## config.mk

```make
export PLATFORM = sky130hd
export DESIGN_NAME = cci_mpf_csr_event_accum_flat
export DESIGN_NICKNAME = d
export VERILOG_FILES = /design/src/rtl/cci_mpf_csr_event_accum_pkg.sv /design/src/rtl/cci_mpf_csr_event_accum_if.sv /design/src/rtl/cci_mpf_csr_event_accum_ctr.sv /design/src/rtl/cci_mpf_csr_event_accum.sv /design/src/flat_wrapper.sv
export SDC_FILE = /design/constraint.sdc
export NUM_CORES = 1
export LEC_CHECK = 0
export ABC_AREA = 1
export CAP_MARGIN = 20
export CORE_ASPECT_RATIO = 1.25
export CORE_UTILIZATION = 55
export CTS_BUF_LIST = sky130_fd_sc_hd__clkbuf_16
export DETAILED_ROUTE_END_ITERATION = 7
export MAX_ROUTING_LAYER = met4
export PLACE_DENSITY_LB_ADDON = 0.15
export SETUP_SLACK_MARGIN = 0.2
export SLEW_MARGIN = 40
export SYNTH_ARGS = -nofsm -noshare
export SYNTH_HDL_FRONTEND = slang
export SYNTH_HIERARCHICAL = 1
export SYNTH_SLANG_ARGS = --single-unit
```

## constraint.sdc

```tcl
create_clock -name clk -period 3.78 [get_ports clk]
set_input_delay 0.378 -clock clk [delete_from_list [all_inputs] [get_ports clk]]
set_output_delay 0.378 -clock clk [all_outputs]
set_load 0.005 [all_outputs]
```

## src/rtl/cci_mpf_csr_event_accum_pkg.sv

```systemverilog
// ----------------------------------------------------------------------------
// cci_mpf_csrs_pkg
//
// Shared constants for the MPF CSR event accumulator.
// Holds the fixed event ordering on the events vector, the event count,
// and the index type used by the CSR read/clear path.
//
// Optional build macro used by the accumulator files: CCI_MPF_CSR_EVENT_SATURATE_EN
// ----------------------------------------------------------------------------
package cci_mpf_csrs_pkg;

    // Bit positions in the events vector (order is fixed by the shim wrapper).
    localparam int CCI_MPF_CSR_EVT_VTP_4KB_HIT      = 0;
    localparam int CCI_MPF_CSR_EVT_VTP_4KB_MISS     = 1;
    localparam int CCI_MPF_CSR_EVT_VTP_2MB_HIT      = 2;
    localparam int CCI_MPF_CSR_EVT_VTP_2MB_MISS     = 3;
    localparam int CCI_MPF_CSR_EVT_VTP_PT_WALK_BUSY = 4;
    localparam int CCI_MPF_CSR_EVT_VC_MAP_CHANGED   = 5;

    localparam int CCI_MPF_CSR_N_EVENTS       = 6;
    localparam int CCI_MPF_CSR_EVT_IDX_BITS   = 4;

    typedef logic [CCI_MPF_CSR_EVT_IDX_BITS-1:0] t_cci_mpf_csr_evt_idx;

endpackage

```

## src/rtl/cci_mpf_csr_event_accum_if.sv

```systemverilog
// ----------------------------------------------------------------------------
// cci_mpf_csr_event_accum_if
//
// CSR-manager side bus of the event accumulator: counter read requests,
// counter clears and read responses.
//
// Handshake: there is no ready signal anywhere. rd_req_valid and clr_valid
// are single-cycle strobes that are always accepted in the cycle they are
// high; rd_rsp_valid is a single-cycle strobe the requester must consume.
// Responses return in request order, two cycles after the request cycle.
//
// Signals:
//   rd_req_valid / rd_req_idx / rd_req_tid : read request, index, MMIO tid
//   clr_valid / clr_mask                   : clear strobe, per-counter mask
//   rd_rsp_valid / rd_rsp_tid / rd_rsp_data: response strobe, echoed tid, data
//
// Modports: master = CSR manager (requester), slave = accumulator.
// Build macro affecting data contents: CCI_MPF_CSR_EVENT_SATURATE_EN
// ----------------------------------------------------------------------------
interface cci_mpf_csr_event_accum_if
    import cci_mpf_csrs_pkg::*;
#(
    parameter int N_EVENTS = CCI_MPF_CSR_N_EVENTS,
    parameter int IDX_BITS = CCI_MPF_CSR_EVT_IDX_BITS
);
    logic                rd_req_valid;
    logic [IDX_BITS-1:0] rd_req_idx;
    logic [8:0]          rd_req_tid;
    logic                clr_valid;
    logic [N_EVENTS-1:0] clr_mask;
    logic                rd_rsp_valid;
    logic [8:0]          rd_rsp_tid;
    logic [63:0]         rd_rsp_data;

    modport master (
        output rd_req_valid, rd_req_idx, rd_req_tid, clr_valid, clr_mask,
        input  rd_rsp_valid, rd_rsp_tid, rd_rsp_data
    );

    modport slave (
        input  rd_req_valid, rd_req_idx, rd_req_tid, clr_valid, clr_mask,
        output rd_rsp_valid, rd_rsp_tid, rd_rsp_data
    );
endinterface

```

## src/rtl/cci_mpf_csr_event_accum_ctr.sv

```systemverilog
// ----------------------------------------------------------------------------
// cci_mpf_csr_event_ctr
//
// One event counter. Each edge: value <= (clr ? 0 : value) + inc, so a clear
// that coincides with an increment leaves the counter at 1 (no lost event).
//
// Default build: wraps modulo 2**CTR_BITS.
// With CCI_MPF_CSR_EVENT_SATURATE_EN: holds at all-ones; 'saturated' is a
// sticky flag set by an increment attempted at all-ones, cleared by clr/reset.
//
// Ports: clk, reset_n (sync, active low), inc, clr, value [, saturated]
// ----------------------------------------------------------------------------
module cci_mpf_csr_event_ctr #(
    parameter int CTR_BITS = 48
)(
    input  logic                clk,
    input  logic                reset_n,
    input  logic                inc,
    input  logic                clr,
`ifdef CCI_MPF_CSR_EVENT_SATURATE_EN
    output logic                saturated,
`endif
    output logic [CTR_BITS-1:0] value
);
    // Value the increment applies to: the clear takes effect first.
    logic [CTR_BITS-1:0] base;
    assign base = clr ? '0 : value;

`ifdef CCI_MPF_CSR_EVENT_SATURATE_EN
    logic at_max;
    assign at_max = &base;

    always_ff @(posedge clk) begin
        if (!reset_n) begin
            value     <= '0;
            saturated <= 1'b0;
        end else begin
            value     <= (inc && !at_max) ? base + 1'b1 : base;
            saturated <= (clr ? 1'b0 : saturated) | (inc & at_max);
        end
    end
`else
    always_ff @(posedge clk) begin
        if (!reset_n) begin
            value <= '0;
        end else begin
            value <= base + CTR_BITS'(inc);
        end
    end
`endif

endmodule

```

## src/rtl/cci_mpf_csr_event_accum.sv

```systemverilog
// ----------------------------------------------------------------------------
// cci_mpf_csr_event_accum
//
// Sums one-cycle event pulses from the MPF shims into per-event counters and
// serves indexed counter reads to the CSR manager's MMIO read path.
//
// Timing:
//   events -> ev_q (edge E) -> counter (edge E+1)
//   request captured at edge R, response registered at edge R+1 from the
//   counter values just before that edge (clears sampled at edge R visible).
//   Out-of-range indices return data 0 but still respond.
//
// Ports:
//   clk, reset_n (sync, active low)
//   events [N_EVENTS]  : one pulse per event per cycle
//   csr (slave modport): read request / clear / read response bus
//
// Build macro: CCI_MPF_CSR_EVENT_SATURATE_EN (saturating counters, bit 63 of
// rd_rsp_data = sticky saturated flag; CTR_BITS must then be <= 63).
// ----------------------------------------------------------------------------
module cci_mpf_csr_event_accum
    import cci_mpf_csrs_pkg::*;
#(
    parameter int N_EVENTS = CCI_MPF_CSR_N_EVENTS,
    parameter int CTR_BITS = 48,
    parameter int IDX_BITS = CCI_MPF_CSR_EVT_IDX_BITS
)(
    input  logic                clk,
    input  logic                reset_n,
    input  logic [N_EVENTS-1:0] events,
    cci_mpf_csr_event_accum_if.slave csr
);
    logic [N_EVENTS-1:0] ev_q;
    logic [CTR_BITS-1:0] ctr_val [N_EVENTS];
`ifdef CCI_MPF_CSR_EVENT_SATURATE_EN
    logic [N_EVENTS-1:0] ctr_sat;
`endif

    // Event stage: isolates the shim wires from the counter adders.
    always_ff @(posedge clk) begin
        if (!reset_n) ev_q <= '0;
        else          ev_q <= events;
    end

    for (genvar i = 0; i < N_EVENTS; i++) begin : g_ctr
        cci_mpf_csr_event_ctr #(.CTR_BITS(CTR_BITS)) u_ctr (
            .clk       (clk),
            .reset_n   (reset_n),
            .inc       (ev_q[i]),
            .clr       (csr.clr_valid & csr.clr_mask[i]),
`ifdef CCI_MPF_CSR_EVENT_SATURATE_EN
            .saturated (ctr_sat[i]),
`endif
            .value     (ctr_val[i])
        );
    end

    // Read stage 1: capture the request.
    logic                valid_q;
    logic [IDX_BITS-1:0] idx_q;
    logic [8:0]          tid_q;

    always_ff @(posedge clk) begin
        if (!reset_n) begin
            valid_q <= 1'b0;
            idx_q   <= '0;
            tid_q   <= '0;
        end else begin
            valid_q <= csr.rd_req_valid;
            if (csr.rd_req_valid) begin
                idx_q <= csr.rd_req_idx;
                tid_q <= csr.rd_req_tid;
            end
        end
    end

    // Index decode as a compare chain so indices >= N_EVENTS fall through to 0.
    logic [63:0] rd_sel;
    always_comb begin
        rd_sel = '0;
        for (int i = 0; i < N_EVENTS; i++) begin
            if (idx_q == IDX_BITS'(i)) begin
                rd_sel[CTR_BITS-1:0] = ctr_val[i];
`ifdef CCI_MPF_CSR_EVENT_SATURATE_EN
                rd_sel[63] = ctr_sat[i];
`endif
            end
        end
    end

    // Read stage 2: register the response.
    always_ff @(posedge clk) begin
        if (!reset_n) begin
            csr.rd_rsp_valid <= 1'b0;
            csr.rd_rsp_tid   <= '0;
            csr.rd_rsp_data  <= '0;
        end else begin
            csr.rd_rsp_valid <= valid_q;
            csr.rd_rsp_tid   <= tid_q;
            csr.rd_rsp_data  <= rd_sel;
        end
    end

endmodule

```

## src/flat_wrapper.sv

```systemverilog
// flat-port wrapper written by rule: the top's interface ports become plain ports
module cci_mpf_csr_event_accum_flat import cci_mpf_csrs_pkg::*;
#(
    parameter int N_EVENTS = CCI_MPF_CSR_N_EVENTS,
    parameter int CTR_BITS = 48,
    parameter int IDX_BITS = CCI_MPF_CSR_EVT_IDX_BITS
)
  (clk, reset_n, events, csr_rd_req_valid, csr_rd_req_idx, csr_rd_req_tid, csr_clr_valid, csr_clr_mask, csr_rd_rsp_valid, csr_rd_rsp_tid, csr_rd_rsp_data);
  cci_mpf_csr_event_accum_if #(.N_EVENTS(N_EVENTS), .IDX_BITS(IDX_BITS)) csr_i ();
  input  logic clk;
  input  logic reset_n;
  input  logic [N_EVENTS-1:0] events;
  input wire logic [$bits(csr_i.rd_req_valid)-1:0] csr_rd_req_valid;
  input wire logic [$bits(csr_i.rd_req_idx)-1:0] csr_rd_req_idx;
  input wire logic [$bits(csr_i.rd_req_tid)-1:0] csr_rd_req_tid;
  input wire logic [$bits(csr_i.clr_valid)-1:0] csr_clr_valid;
  input wire logic [$bits(csr_i.clr_mask)-1:0] csr_clr_mask;
  output wire logic [$bits(csr_i.rd_rsp_valid)-1:0] csr_rd_rsp_valid;
  output wire logic [$bits(csr_i.rd_rsp_tid)-1:0] csr_rd_rsp_tid;
  output wire logic [$bits(csr_i.rd_rsp_data)-1:0] csr_rd_rsp_data;
  assign csr_i.rd_req_valid = csr_rd_req_valid;
  assign csr_i.rd_req_idx = csr_rd_req_idx;
  assign csr_i.rd_req_tid = csr_rd_req_tid;
  assign csr_i.clr_valid = csr_clr_valid;
  assign csr_i.clr_mask = csr_clr_mask;
  assign csr_rd_rsp_valid = csr_i.rd_rsp_valid;
  assign csr_rd_rsp_tid = csr_i.rd_rsp_tid;
  assign csr_rd_rsp_data = csr_i.rd_rsp_data;
  cci_mpf_csr_event_accum #(.N_EVENTS(N_EVENTS), .CTR_BITS(CTR_BITS), .IDX_BITS(IDX_BITS)) u_core (.clk(clk), .reset_n(reset_n), .events(events), .csr(csr_i));
endmodule
```

==> metrics <==
Final setup viols=0; final setup TNS=0 ns; first-pass GRT wire length=about 120000 um; placed cell areas=0.0239 mm^2; Yosys warnings=6; worst setup slack after placement=0.509 ns; r2r worst-path depth=6; clk sinks=about 370; # rows=83; Critical Path Source=csr_clr_valid; CP Capture Type=register; multi-input logic area=0.0134 mm^2; core area=0.0411 mm^2; total routed wirelength=about 76000 um; post-route minimum period=2.80 ns; initial core utilization=0.558; antenna violations before repair=0; PortBufs=between 80 and 90; Relative slew margins=0.507; DRC Markers=0; HP Start=reset_n; crit-path max FO=12; Post-CTS Setup Bufs=0; CTS HTree Levels=2; number of flops mapped to enable cells by yosys=0; Max Freq=between 300 and 400 MHz; Tightest Pin Transition=0.737 ns; clk slew on worst S/H paths=0.06 ns; Power per Cell Area=331 mW/mm^2; Post-CTS Hold Fix Bufs=0; Ant. Diodes=0; fin. max-slew vios=0; drt first pass iters=6; Synth Instances=roughly 3700; GR Overflow Total=0; CP required=4.25 ns; Clock Latency Late Sink=between 0.5 and 0.6 ns; Hold Path End=u_core/g_ctr[5].u_ctr/value[17]; synthesized cell area=0.0230 mm^2; number of CTS-inserted buffers=41; Final GP Congestion=around 1.0; async set or reset register ratio after synthesis=0; Arrival @ worst endpoint=3.27 ns; GRT Total Usage=0.367; RSZ-0062 raised after global routing=false; Max Cap Viol=0; fillcell total=slightly above 4000; I/O pin cnt=103; vias in the first global route=20800; highest-delay cell along the critical path=clkdlybuf4s50_1; largest net degree at the start of global routing=between 100 and 150; sequential area share after synthesis=0.319; Hold Path Depth=3; Die W=between 150 and 200 um; FF-to-FF End=u_core/csr.rd_rsp_data[20]; crit-path most repeated cell=nor2_1; via count=roughly 24000; Hold Path Class=in -> reg; Crit path largest cell delay=between 0.8 and 0.9 ns; P_leak=around 9.4 nW; Mean Syn Cell Area=6.18 um^2; DR vias/cell=5.58; die span in y=approximately 230 um; Finished Cell Area=approximately 0.025 mm^2; setup ws final=approximately 0.98 ns; final net count=3770; worst reg2reg startpoint=u_core/idx_q[0]; Post-CTS Resized=0; final period utilization=0.741; R2R setup slack=between 1 and 1.5 ns; clock tree buffer depth=3; Fin. Hold Viols=0; drt wl/cell=17.7 um; ys flop type=dfxtp_1; kind of critical path=in -> reg; Synth Register Bits=366; clk root buf=clkbuf_16; Worst Setup Start Kind=input pin; Initial DRC Count=roughly 2900; Seq. cell area=~0.0073 mm^2; Max Clock Skew=approximately 0.012 ns; share of cells above drive strength 1=0.0892; CTS tree=done; Die ar.=between 0.04 and 0.05 mm^2; Area Overhead vs Synth=9.64%; post-route ant nets=0; HPWL after detailed placement=58000 um; critical-path cell list=clkdlybuf4s50_1, nand2_1, inv_1, buf_4, nor2_1, ha_1, ha_1, inv_1, nor2_1, nand2_2, nor2_4, inv_2, nor2_1, nand2_1, nand2_1, nor2_1; status=finished, final reports clean; Cell variety after synth=38; Worst VDD drop=roughly 0.45 mV
## power by group
| part | internal, W | switching, W | leakage, nW |
|---|---|---|---|
| Clock | 0.00218 | 0.00169 | 0.642 |
| Sequential | 0.00389 | 0.0000218 | 2.96 |
| Combinational | 0.000159 | 0.000397 | 5.79 |
| Total | 0.00623 | 0.00211 | 9.38 |
## sequential cells by signal, summed over array words and instances, names as in the netlist
signal                    count
u_core/csr.rd_rsp_data       48
u_core/csr.rd_rsp_tid         9
u_core/ev_q                   6
u_core/tid_q                  9
u_core/valid_q                1
u_core/csr.rd_rsp_valid       1
u_core/idx_q                  4
u_core/g_ctr.u_ctr/value    288
## cell usage after synthesis, types with 9 or more instances
master | n | area [um^2]
nor2_4 | 31 | 349
buf_4 | 31 | 233
and2_1 | 10 | 62.6
inv_2 | 16 | 60.1
nor2_2 | 93 | 582
dfxtp_1 | 366 | 7330
o21ai_0 | 143 | 716
ha_1 | 12 | 150
inv_1 | 321 | 1200
o211ai_1 | 23 | 173
a21boi_0 | 12 | 90.1
buf_2 | 64 | 320
nand2_2 | 35 | 219
o22ai_1 | 9 | 56.3
nand2_1 | 807 | 3030
nand3_2 | 58 | 581
buf_1 | 10 | 37.5
nor3_1 | 20 | 100
nand3b_1 | 12 | 90.1
nor3b_1 | 10 | 75.1
o21ai_1 | 17 | 85.1
nand3_1 | 509 | 2550
buf_6 | 11 | 124
clkbuf_1 | 40 | 150
nor2_1 | 816 | 3060
nand4_1 | 57 | 357
a21oi_1 | 134 | 671
## critical path, delay by kind of cell
| kind | cells | cell delay [ns] |
|---|---|---|
| buffers and inverters | 5 | 1.22 |
| AND/OR/NAND/NOR | 9 | 1.34 |
| adder cells (fa/ha/maj) | 2 | 0.32 |
## metrics by stage
step	util	std cells	power [W]	hold slack, ns
detailed placement	0.581	4237	0.00454	0.412
finish	0.612	4307	0.00834	0.280
global placement	0.581	4237	0.00454	0.408
CTS	0.611	4306	0.00838	0.282
global route	0.612	4307	0.00860	0.320
floorplan	-	3731	0.00441	0.390
## cells in the final DEF, fill, tap and decap left out, types with 20 or more instances in the layout
master and n:
buf_4 28, nor2_1 815, clkdlybuf4s50_1 85, nand3_1 509, a21oi_1 134, nand4_1 57, nand2_2 35, nor2_4 33
o211ai_1 23, nor2_2 92, clkbuf_16 42, nand2_1 807, dfxtp_1 366, nand3_2 58, o21ai_0 143, nor3_1 20
inv_1 330
## area by class of cell
type,instances,area share
Multi-Input combinational cell,2856,0.531
Sequential cell,366,0.291
Inverter,343,0.0521
Tap cell,552,0.0274
Clock inverter,28,0.00920
Timing Repair Buffer,121,0.0485
Clock buffer,41,0.0408
## cells by family after synthesis
family / after synthesis / synth area share
adders and majority gates: 12 / 0.00654
and+or+nand+nor: 2462 / 0.485
xor gates and xnor gates: 6 / 0.00229
AOI/OAI and AO/OA: 360 / 0.0849
DFF: 366 / 0.319
other: 1 / 0.000163
buffers and inverters: 509 / 0.102
## metal layers
| metal | track usage | part of all wire | wire [um] | up-vias |
|---|---|---|---|---|
| met5 | - | 0 | 0 | - |
| li1 | - | - | - | 12000 |
| met2 | 0.539 | 0.43 | 33000 | 1027 |
| met4 | 0.195 | 0.060 | 4550 | 0 |
| met3 | 0.0609 | 0.088 | 6740 | 180 |
| met1 | 0.481 | 0.42 | 32100 | 10900 |
## worst max-delay path by stage
stage                                      end  slack (ns)  cells after the start
4_1_cts        u_core/g_ctr[1].u_ctr/value[38]        1.11                     15
2_1_floorplan  u_core/g_ctr[2].u_ctr/value[20]        1.61                     14
3_5_place_dp   u_core/g_ctr[1].u_ctr/value[38]        0.51                     14
5_1_grt        u_core/g_ctr[1].u_ctr/value[24]        0.80                     16
6_report       u_core/g_ctr[1].u_ctr/value[24]        0.98                     16
3_3_place_gp   u_core/g_ctr[2].u_ctr/value[30]        0.57                     13
No activity file was read; power rests on OpenSTA's default activity.
